$ cat src/rtl/dma_arb_pkg.sv
// dma_arb_pkg: shared types and helpers for the DMA channel priority arbiter.
//   NUM_CH      number of arbitrated channels (fixed at 4)
//   CH_W        width of a channel index
//   ch_t        channel index type
//   arb_state_t arbiter FSM state encoding
//   chOneHot    channel index to one-hot channel vector
package dma_arb_pkg;
    localparam int NUM_CH = 4;
    localparam int CH_W = 2;
    typedef logic [CH_W-1:0] ch_t;
    typedef enum logic [1:0] {
        IDLE    = 2'd0,
        REQ     = 2'd1,
        GRANT   = 2'd2,
        RELEASE = 2'd3
    } arb_state_t;
    function automatic logic [NUM_CH-1:0] chOneHot(input ch_t ch);
        return NUM_CH'(1) << ch;
    endfunction
endpackage

$ cat src/rtl/dma_prio_encoder.sv
// dma_prio_encoder: combinational priority pick among four channel requests.
//   reqVec   in  effective per-channel requests
//   prioPtr  in  channel currently holding highest priority; order wraps upward
//   winner   out index of the highest-priority active request (0 when none)
//   anyValid out at least one request is active
module dma_prio_encoder
    import dma_arb_pkg::*;
(
    input  logic [NUM_CH-1:0] reqVec,
    input  ch_t               prioPtr,
    output ch_t               winner,
    output logic              anyValid
);
    // Walk from lowest to highest priority so the highest-priority hit is written last.
    always_comb begin
        winner = '0;
        for (int i = NUM_CH - 1; i >= 0; i--) begin
            if (reqVec[prioPtr + ch_t'(i)]) winner = prioPtr + ch_t'(i);
        end
    end
    assign anyValid = |reqVec;
endmodule

$ cat src/rtl/dma_priority_arbiter.sv
// dma_priority_arbiter: 8237-style DMA channel arbiter with hold handshake.
//   CLK, RESET_N     clock, asynchronous active-low reset
//   DREQ             raw channel requests, polarity set by DREQ_ACT_LOW
//   DACK_ACT_HIGH    acknowledge polarity
//   ROTATE           rotating (1) or fixed (0) priority
//   CTRL_DISABLE     blocks new arbitration
//   MASK, SW_REQ     per-channel mask and software requests
//   HLDA             hold acknowledge from the CPU
//   CYCLE_DONE,EOP_N end-of-transfer pulse and end-of-process flag
//   HRQ              hold request to the CPU
//   VALID_DREQ, DACK one-hot granted channel and polarity-adjusted acknowledge
//   GRANT_CH         latched granted channel index
//   TC_SET           one-cycle terminal-count pulse per channel
//   BUSY             FSM not idle
// Build option: define DMA_ROTATE_PRIO_EN to honour ROTATE; otherwise fixed
// priority always applies and no pointer register exists.
module dma_priority_arbiter #(
    parameter int NUM_CH = 4,
    parameter int CH_W   = 2
) (
    input  logic              CLK,
    input  logic              RESET_N,
    input  logic [NUM_CH-1:0] DREQ,
    input  logic              DREQ_ACT_LOW,
    input  logic              DACK_ACT_HIGH,
    input  logic              ROTATE,
    input  logic              CTRL_DISABLE,
    input  logic [NUM_CH-1:0] MASK,
    input  logic [NUM_CH-1:0] SW_REQ,
    input  logic              HLDA,
    input  logic              CYCLE_DONE,
    input  logic              EOP_N,
    output logic              HRQ,
    output logic [NUM_CH-1:0] VALID_DREQ,
    output logic [NUM_CH-1:0] DACK,
    output logic [CH_W-1:0]   GRANT_CH,
    output logic [NUM_CH-1:0] TC_SET,
    output logic              BUSY
);
    import dma_arb_pkg::*;

    arb_state_t        state;
    arb_state_t        nextState;
    logic [NUM_CH-1:0] dreqReg;
    logic [NUM_CH-1:0] effReq;
    logic [NUM_CH-1:0] tcSet;
    ch_t               grantCh;
    ch_t               winner;
    ch_t               prioPtr;
    logic              anyReq;
    logic              grantDone;

    always_ff @(posedge CLK or negedge RESET_N) begin
        if (!RESET_N) dreqReg <= '0;
        else dreqReg <= DREQ ^ {NUM_CH{DREQ_ACT_LOW}};
    end

    assign effReq = (dreqReg | SW_REQ) & ~MASK & {NUM_CH{~CTRL_DISABLE}};

    // A normal transfer end; an HLDA drop takes precedence and aborts instead.
    assign grantDone = (state == GRANT) && HLDA && CYCLE_DONE;

`ifdef DMA_ROTATE_PRIO_EN
    ch_t rotPtr;
    always_ff @(posedge CLK or negedge RESET_N) begin
        if (!RESET_N) rotPtr <= '0;
        else if (grantDone && ROTATE) rotPtr <= grantCh + 1'b1;
    end
    assign prioPtr = ROTATE ? rotPtr : '0;
`else
    logic unusedRotate;
    assign unusedRotate = ROTATE;
    assign prioPtr = '0;
`endif

    dma_prio_encoder u_enc (
        .reqVec  (effReq),
        .prioPtr (prioPtr),
        .winner  (winner),
        .anyValid(anyReq)
    );

    always_comb begin
        nextState = state;
        case (state)
            IDLE:    nextState = anyReq ? REQ : IDLE;
            REQ:     nextState = HLDA ? GRANT : (effReq[grantCh] ? REQ : IDLE);
            GRANT:   nextState = !HLDA ? IDLE : (CYCLE_DONE ? RELEASE : GRANT);
            default: nextState = IDLE;
        endcase
    end

    always_ff @(posedge CLK or negedge RESET_N) begin
        if (!RESET_N) begin
            state   <= IDLE;
            grantCh <= '0;
            tcSet   <= '0;
        end else begin
            state <= nextState;
            if (state == IDLE && anyReq) grantCh <= winner;
            tcSet <= (grantDone && !EOP_N) ? chOneHot(grantCh) : '0;
        end
    end

    assign HRQ        = (state == REQ) || (state == GRANT);
    assign VALID_DREQ = (state == GRANT) ? chOneHot(grantCh) : '0;
    assign DACK       = VALID_DREQ ^ {NUM_CH{~DACK_ACT_HIGH}};
    assign GRANT_CH   = grantCh;
    assign TC_SET     = tcSet;
    assign BUSY       = state != IDLE;
endmodule

$ cat config.mk
export PLATFORM = sky130hd
export DESIGN_NAME = dma_priority_arbiter
export DESIGN_NICKNAME = d
export VERILOG_FILES = /design/src/rtl/dma_arb_pkg.sv /design/src/rtl/dma_prio_encoder.sv /design/src/rtl/dma_priority_arbiter.sv
export SDC_FILE = /design/constraint.sdc
export NUM_CORES = 1
export LEC_CHECK = 0
export ABC_AREA = 1
export BUFFER_PORTS_ARGS = -buffer_cell sky130_fd_sc_hd__buf_2
export CAP_MARGIN = 20
export CORE_UTILIZATION = 35
export DETAILED_ROUTE_END_ITERATION = 12
export PLACE_DENSITY = 0.73
export REMOVE_ABC_BUFFERS = 1
export SLEW_MARGIN = 15
export SYNTH_ARGS = -nofsm -noshare
export SYNTH_HDL_FRONTEND = slang
export SYNTH_SLANG_ARGS = --single-unit
$ cat constraint.sdc
create_clock -name CLK -period 3.4 [get_ports CLK]
set_input_delay 0.17 -clock CLK [delete_from_list [all_inputs] [get_ports CLK]]
set_output_delay 0.17 -clock CLK [all_outputs]
set_load 0.005 [all_outputs]
==> results of run 1 <==
==> per-layer routing <==
metal | track usage, % | vias up | routed length (um)
met1 | 17.55 | 281 | 503
li1 | - | 347 | -
met4 | 3.429 | 0 | 13
met5 | 0 | - | 0
met2 | 25.83 | 21 | 660
met3 | 7.059 | 3 | 82
==> Yosys cell counts (all sizes together) <==
| cell | number | share of area (%) |
|---|---|---|
| o21ai | 3 | 2.7 |
| inv | 18 | 9.7 |
| nor3 | 3 | 2.1 |
| ha | 4 | 7.2 |
| or2 | 1 | 1.3 |
| dfrtp | 12 | 43 |
| nand2 | 24 | 13 |
| nand3 | 5 | 4.3 |
| xor2 | 8 | 10 |
| nor2 | 13 | 7.0 |
==> sequential cells by signal (all words and copies together) (netlist names) <==
name	cells
GRANT_CH	2
dreqReg	4
state	2
TC_SET	4
==> report_power, final <==
group / switching, W / internal [W] / leakage, nW
logic: 0.000120 / 0.0000938 / 0.428
registers: 0.0000288 / 0.000170 / 0.153
clock network: 0.0000410 / 0.0000410 / 0.0138
==> kinds of logic after synthesis <==
family | Yosys count | synth area share, %
flops | 12 | 42.93
fa+ha+maj | 4 | 7.156
buf+inv | 18 | 9.659
compound gates | 3 | 2.684
simple gates | 46 | 27.55
xor+xnor | 8 | 10.02
==> through the flow <==
step	area [sq um]	util [%]	total power, W	setup slack, ns	hold slack [ns]
global route	938.4	52.08	0.0005554	1.723	0.06095
finish	938.4	52.08	0.0004952	1.831	0.07386
detailed placement	905.9	50.28	0.0004189	2.085	0.05801
floorplan	699.4	-	0.0003347	2.202	-0.1256
CTS	938.4	52.08	0.0005049	1.808	0.06496
global placement	905.9	50.28	0.0004154	2.114	0.05252
==> how the worst min path moves through the flow <==
stage               startpoint          end  slack (ns)  cells after the start
global placement       RESET_N    TC_SET[0]        0.05                      1
floorplan              RESET_N  GRANT_CH[0]       -0.13                      0
finish                 DREQ[3]   dreqReg[3]        0.07                      2
detailed placement     RESET_N    TC_SET[0]        0.06                      1
global route           DREQ[1]   dreqReg[1]        0.06                      2
CTS                    DREQ[3]   dreqReg[3]        0.06                      2
==> worst max-delay path, cell delays in order, from the launching register on <==
cell	delay [ns]
dfrtp_1	0.40
inv_1	0.09
ha_1	0.25
nand2_1	0.12
xor2_1	0.15
buf_2	0.12
==> cell type report <==
type / count / area [sq um]
Clock buffer: 3 / 22.52
Fill cell: 187 / 863.3
Inverter: 18 / 67.56
Multi-Input combinational cell: 61 / 331.6
Sequential cell: 12 / 300.3
Tap cell: 25 / 31.28
Timing Repair Buffer: 36 / 185.2
==> placed cells by master (no fill, tap or decap) <==
cell type	instances
nor3_1	3
nand3_2	1
dlygate4sd3_1	1
xor2_1	8
nand3_1	4
or2_4	1
nand2_1	24
dfrtp_1	12
o21ai_0	2
buf_2	35
nor2_1	13
clkbuf_4	3
o21ai_2	1
inv_1	18
ha_1	4
==> timing repair <==
action                    4_1_cts  5_1_grt
hold endpoints to repair       12        0
setup buffers                   0        0
hold buffers                    1        0
==> flow_summary.json, run 1 <==
{
  "critPathLaunchType": "flop",
  "crit_path_end": "DACK[0]",
  "die_x_um": 46.70,
  "die_h_um": 46.70,
  "slew-limit-headroom_pct": 82.96,
  "power_density_mw_per_mm2": 527.7,
  "drt-initial-drc-count": 1,
  "fin_crit_ns": 1.569,
  "dp_hpwl_um": 1126,
  "fmax_mhz": 637.3,
  "initial_core_util_pct": 38.82,
  "ioPinCount": 37,
  "hold_viol_final": 0,
  "maxCapViolCount": 0,
  "clock_latency_ns": 0.27,
  "ys_ff_latch": 12,
  "skew_ns": 0.001821,
  "cts_root_buffer": "clkbuf_4",
  "area_growth_pct": 34.17,
  "crit_start": "state[0]",
  "worstRegToRegCells": 5,
  "synth_cells": 91,
  "cts_resized": 0,
  "syn_area_sq_um": 699.4,
  "track_usage_pct": 15.25,
  "yosysWarningCount": 0,
  "num_vias": 652,
  "n_antenna_cell": 0,
  "slew_viol_final": 0,
  "antenna_found_initial": 0,
  "clock-sinks": 12,
  "vdd_ir_drop_max_mv": 0.3005,
  "rsz0062_at_grt": "false",
  "drcViolationCount": 0,
  "required_ns": 3.23,
  "yosysSeqAreaShare_pct": 42.93,
  "cts_tree": "yes",
  "hp-class": "input port to flop",
  "wl_per_cell_um": 8.123,
  "end_kind": "output pin",
  "yosysUniqueCellTypes": 12,
  "cts_buffers": 3,
  "final-setup-viol-count": 0,
  "grt_pass1_wl_um": 2297,
  "gp_congestion": 0.7717,
  "dr.pass1.iters": 2,
  "r2r-start": "state[0]",
  "final_cells": 155,
  "grt-ovfl-total": 0,
  "rr_endpoint": "TC_SET[1]",
  "avgSynthCellArea_sq_um": 7.686,
  "portBuffers": 35,
  "wl_um": 1259,
  "cts_buffer_depth": 2,
  "antenna_left": 0,
  "p_leak_nw": 0.5950,
  "design.die.area_sq_mm": 0.002181,
  "drive_gt1_share_pct": 31.54,
  "path_class": "flop to output pin",
  "final_nets": 157,
  "routed_via_density": 4.206,
  "htree_num_levels": 1,
  "clk_pin_slew_worst_paths_ns": 0.06,
  "coreArea_sq_mm": 0.001802,
  "post-place-cells": 151,
  "outcome": "completed",
  "rows": 15,
  "crit_arrival_ns": 1.40,
  "crit_fanout": 6,
  "period_share_pct": 46.15,
  "regToRegSetupSlack_ns": 2.08,
  "worstMarginPinSlew_ns": 0.2556,
  "grt_max_degree": 13,
  "tns_ns": 0,
  "grt_pass1_vias": 597
}
Power figures use the tool's default switching activity.
==> run 2: changes to the inputs <==
PLACE_DENSITY = 0.75   (was 0.73)
clock period = 1.3 ns   (was 3.4 ns; I/O delays follow)
==> flow_summary.json, run 2 (synthesized netlist as in run 1, its figures left out) <==
{
  "crit_arrival_ns": 1.27,
  "worstMarginPinSlew_ns": 0.2590,
  "ioPinCount": 37,
  "wl_um": 1497,
  "dp_hpwl_um": 1159,
  "skew_ns": 0.0007474,
  "period_share_pct": 102.4,
  "outcome": "complete, but fails checks",
  "drive_gt1_share_pct": 42.34,
  "coreArea_sq_mm": 0.001802,
  "die_x_um": 46.70,
  "final_cells": 162,
  "initial_core_util_pct": 38.82,
  "wl_per_cell_um": 9.241,
  "critPathLaunchType": "flop",
  "p_comb_share_pct": 50.2,
  "hold_viol_final": 0,
  "portBuffers": 35,
  "fin_ws_ns": -0.03080,
  "final-setup-viol-count": 4,
  "grt-ovfl-total": 0,
  "grt_pass1_vias": 686,
  "pre_cts_ws_ns": -0.04472,
  "antenna_left": 0,
  "crit_path_end": "DACK[0]",
  "die_h_um": 46.70,
  "n_antenna_cell": 0,
  "intPower_w": 0.0009179,
  "cts_tree": "yes",
  "r2r-start": "state[0]",
  "final_common_cell": "buf_2",
  "antenna_found_initial": 0,
  "regToRegSetupSlack_ns": 0.08,
  "grt_pass1_wl_um": 2580,
  "rsz0062_at_grt": "true",
  "clk_pin_slew_worst_paths_ns": 0.06,
  "cts_buffer_depth": 2,
  "swShare_pct": 39.46,
  "path_cells": "inv_2, ha_4, nand2_2, xor2_1, buf_2",
  "rows": 15,
  "end_kind": "output pin",
  "final_nets": 164,
  "hp-class": "input port to flop",
  "routed_via_density": 4.290,
  "htree_num_levels": 1,
  "max_stage_delay_ns": 0.39,
  "drt-initial-drc-count": 7,
  "area_growth_pct": 49.91,
  "rr_endpoint": "TC_SET[0]",
  "failed_checks": "setup timing",
  "worstRegToRegCells": 5,
  "final_cell_mix": "35 x buf_2, 18 x nand2_1, 16 x inv_1",
  "crit_fanout": 6,
  "cts_root_buffer": "clkbuf_4",
  "slew-limit-headroom_pct": 82.73,
  "pwr-share-clk_pct": 14.4,
  "critical_path.slowest_cell": "dfrtp_1",
  "design.die.area_sq_mm": 0.002181,
  "power_frac_seq_pct": 35.4,
  "clock-sinks": 12,
  "slew_viol_final": 0,
  "maxCapViolCount": 0,
  "crit_start": "state[0]",
  "gp_congestion": 0.7701,
  "path_class": "flop to output pin",
  "num_vias": 695,
  "cts_buffers": 3,
  "power_density_mw_per_mm2": 1446,
  "clock_latency_ns": 0.27,
  "p_leak_nw": 0.6271,
  "vdd_ir_drop_max_mv": 1.028,
  "post-place-cells": 151,
  "drcViolationCount": 0,
  "dr.pass1.iters": 3,
  "fmax_mhz": 751.4,
  "p_sw_w": 0.0005983,
  "track_usage_pct": 17.61,
  "required_ns": 1.24,
  "fin_crit_ns": 1.331,
  "min_from": "DREQ_ACT_LOW",
  "grt_max_degree": 13
}
## run 2: how the worst min path moves through the flow
| stage | endpoint | slack (ns) | depth (start not counted) |
|---|---|---|---|
| finish | dreqReg[2] | 0.04 | 2 |
| global route | dreqReg[2] | 0.03 | 2 |
| CTS | dreqReg[2] | 0.04 | 2 |
| detailed placement | TC_SET[0] | -0.05 | 1 |
| global placement | TC_SET[1] | -0.05 | 1 |
| floorplan | GRANT_CH[0] | -0.23 | 0 |
## run 2: metal layers
layer	GRT usage, %	wire length [um]	share of wire [%]	up-vias
li1	-	-	-	363
met1	16.71	538	36	307
met2	33.33	846	57	21
met3	5.882	86	5.7	4
met4	8.571	27	1.8	0
met5	0	0	0	-
## run 2: timing repair
action                                  in CTS  in global routing
hold buffers                                 5                  0
endpoints found under the setup margin      11                  8
gates cloned                                 0                  0
hold endpoints to repair                    16                  0
pin swaps                                    2                  0
resized for setup                           12                  4
setup buffers                                3                  0
## run 2: cell type report
class | count | area, sq um
inverters | 18 | 67.56
well taps | 25 | 31.28
repair buffers | 43 | 247.7
multi-input cells | 61 | 376.6
clock buffers | 3 | 22.52
fillers | 176 | 753.2
flip-flops and latches | 12 | 302.8
## run 2: critical path, delay by kind of cell, from the launching register on
kind	cells	cell delay (ns)
simple gates	1	0.07
fa+ha+maj	1	0.17
buf+inv	2	0.21
flops	1	0.39
xor+xnor	1	0.14
## run 2: power by group through the flow
stage          logic, W  registers (W)  clock network (W)
6_report       0.000761       0.000536           0.000219
2_1_floorplan  0.000357       0.000518                  0
3_5_place_dp   0.000569       0.000528                  0
4_1_cts        0.000709       0.000535           0.000229
3_3_place_gp   0.000564       0.000524                  0
5_1_grt        0.000877       0.000547           0.000248
## run 2: per-stage QoR
| stage | hold WS, ns | power (W) | utilization [%] | cell area, sq um | TNS (ns) |
|---|---|---|---|---|---|
| after floorplan | -0.2306 | 0.0008754 | - | 699.4 | 0 |
| after global placement | -0.05162 | 0.001088 | 50.28 | 905.9 | 0 |
| after detailed placement | -0.04625 | 0.001097 | 50.28 | 905.9 | -0.05277 |
| after CTS | 0.03569 | 0.001473 | 57.22 | 1031 | -0.1067 |
| after global routing | 0.02991 | 0.001672 | 58.19 | 1049 | -0.4224 |
| final | 0.03884 | 0.001516 | 58.19 | 1049 | -0.08555 |
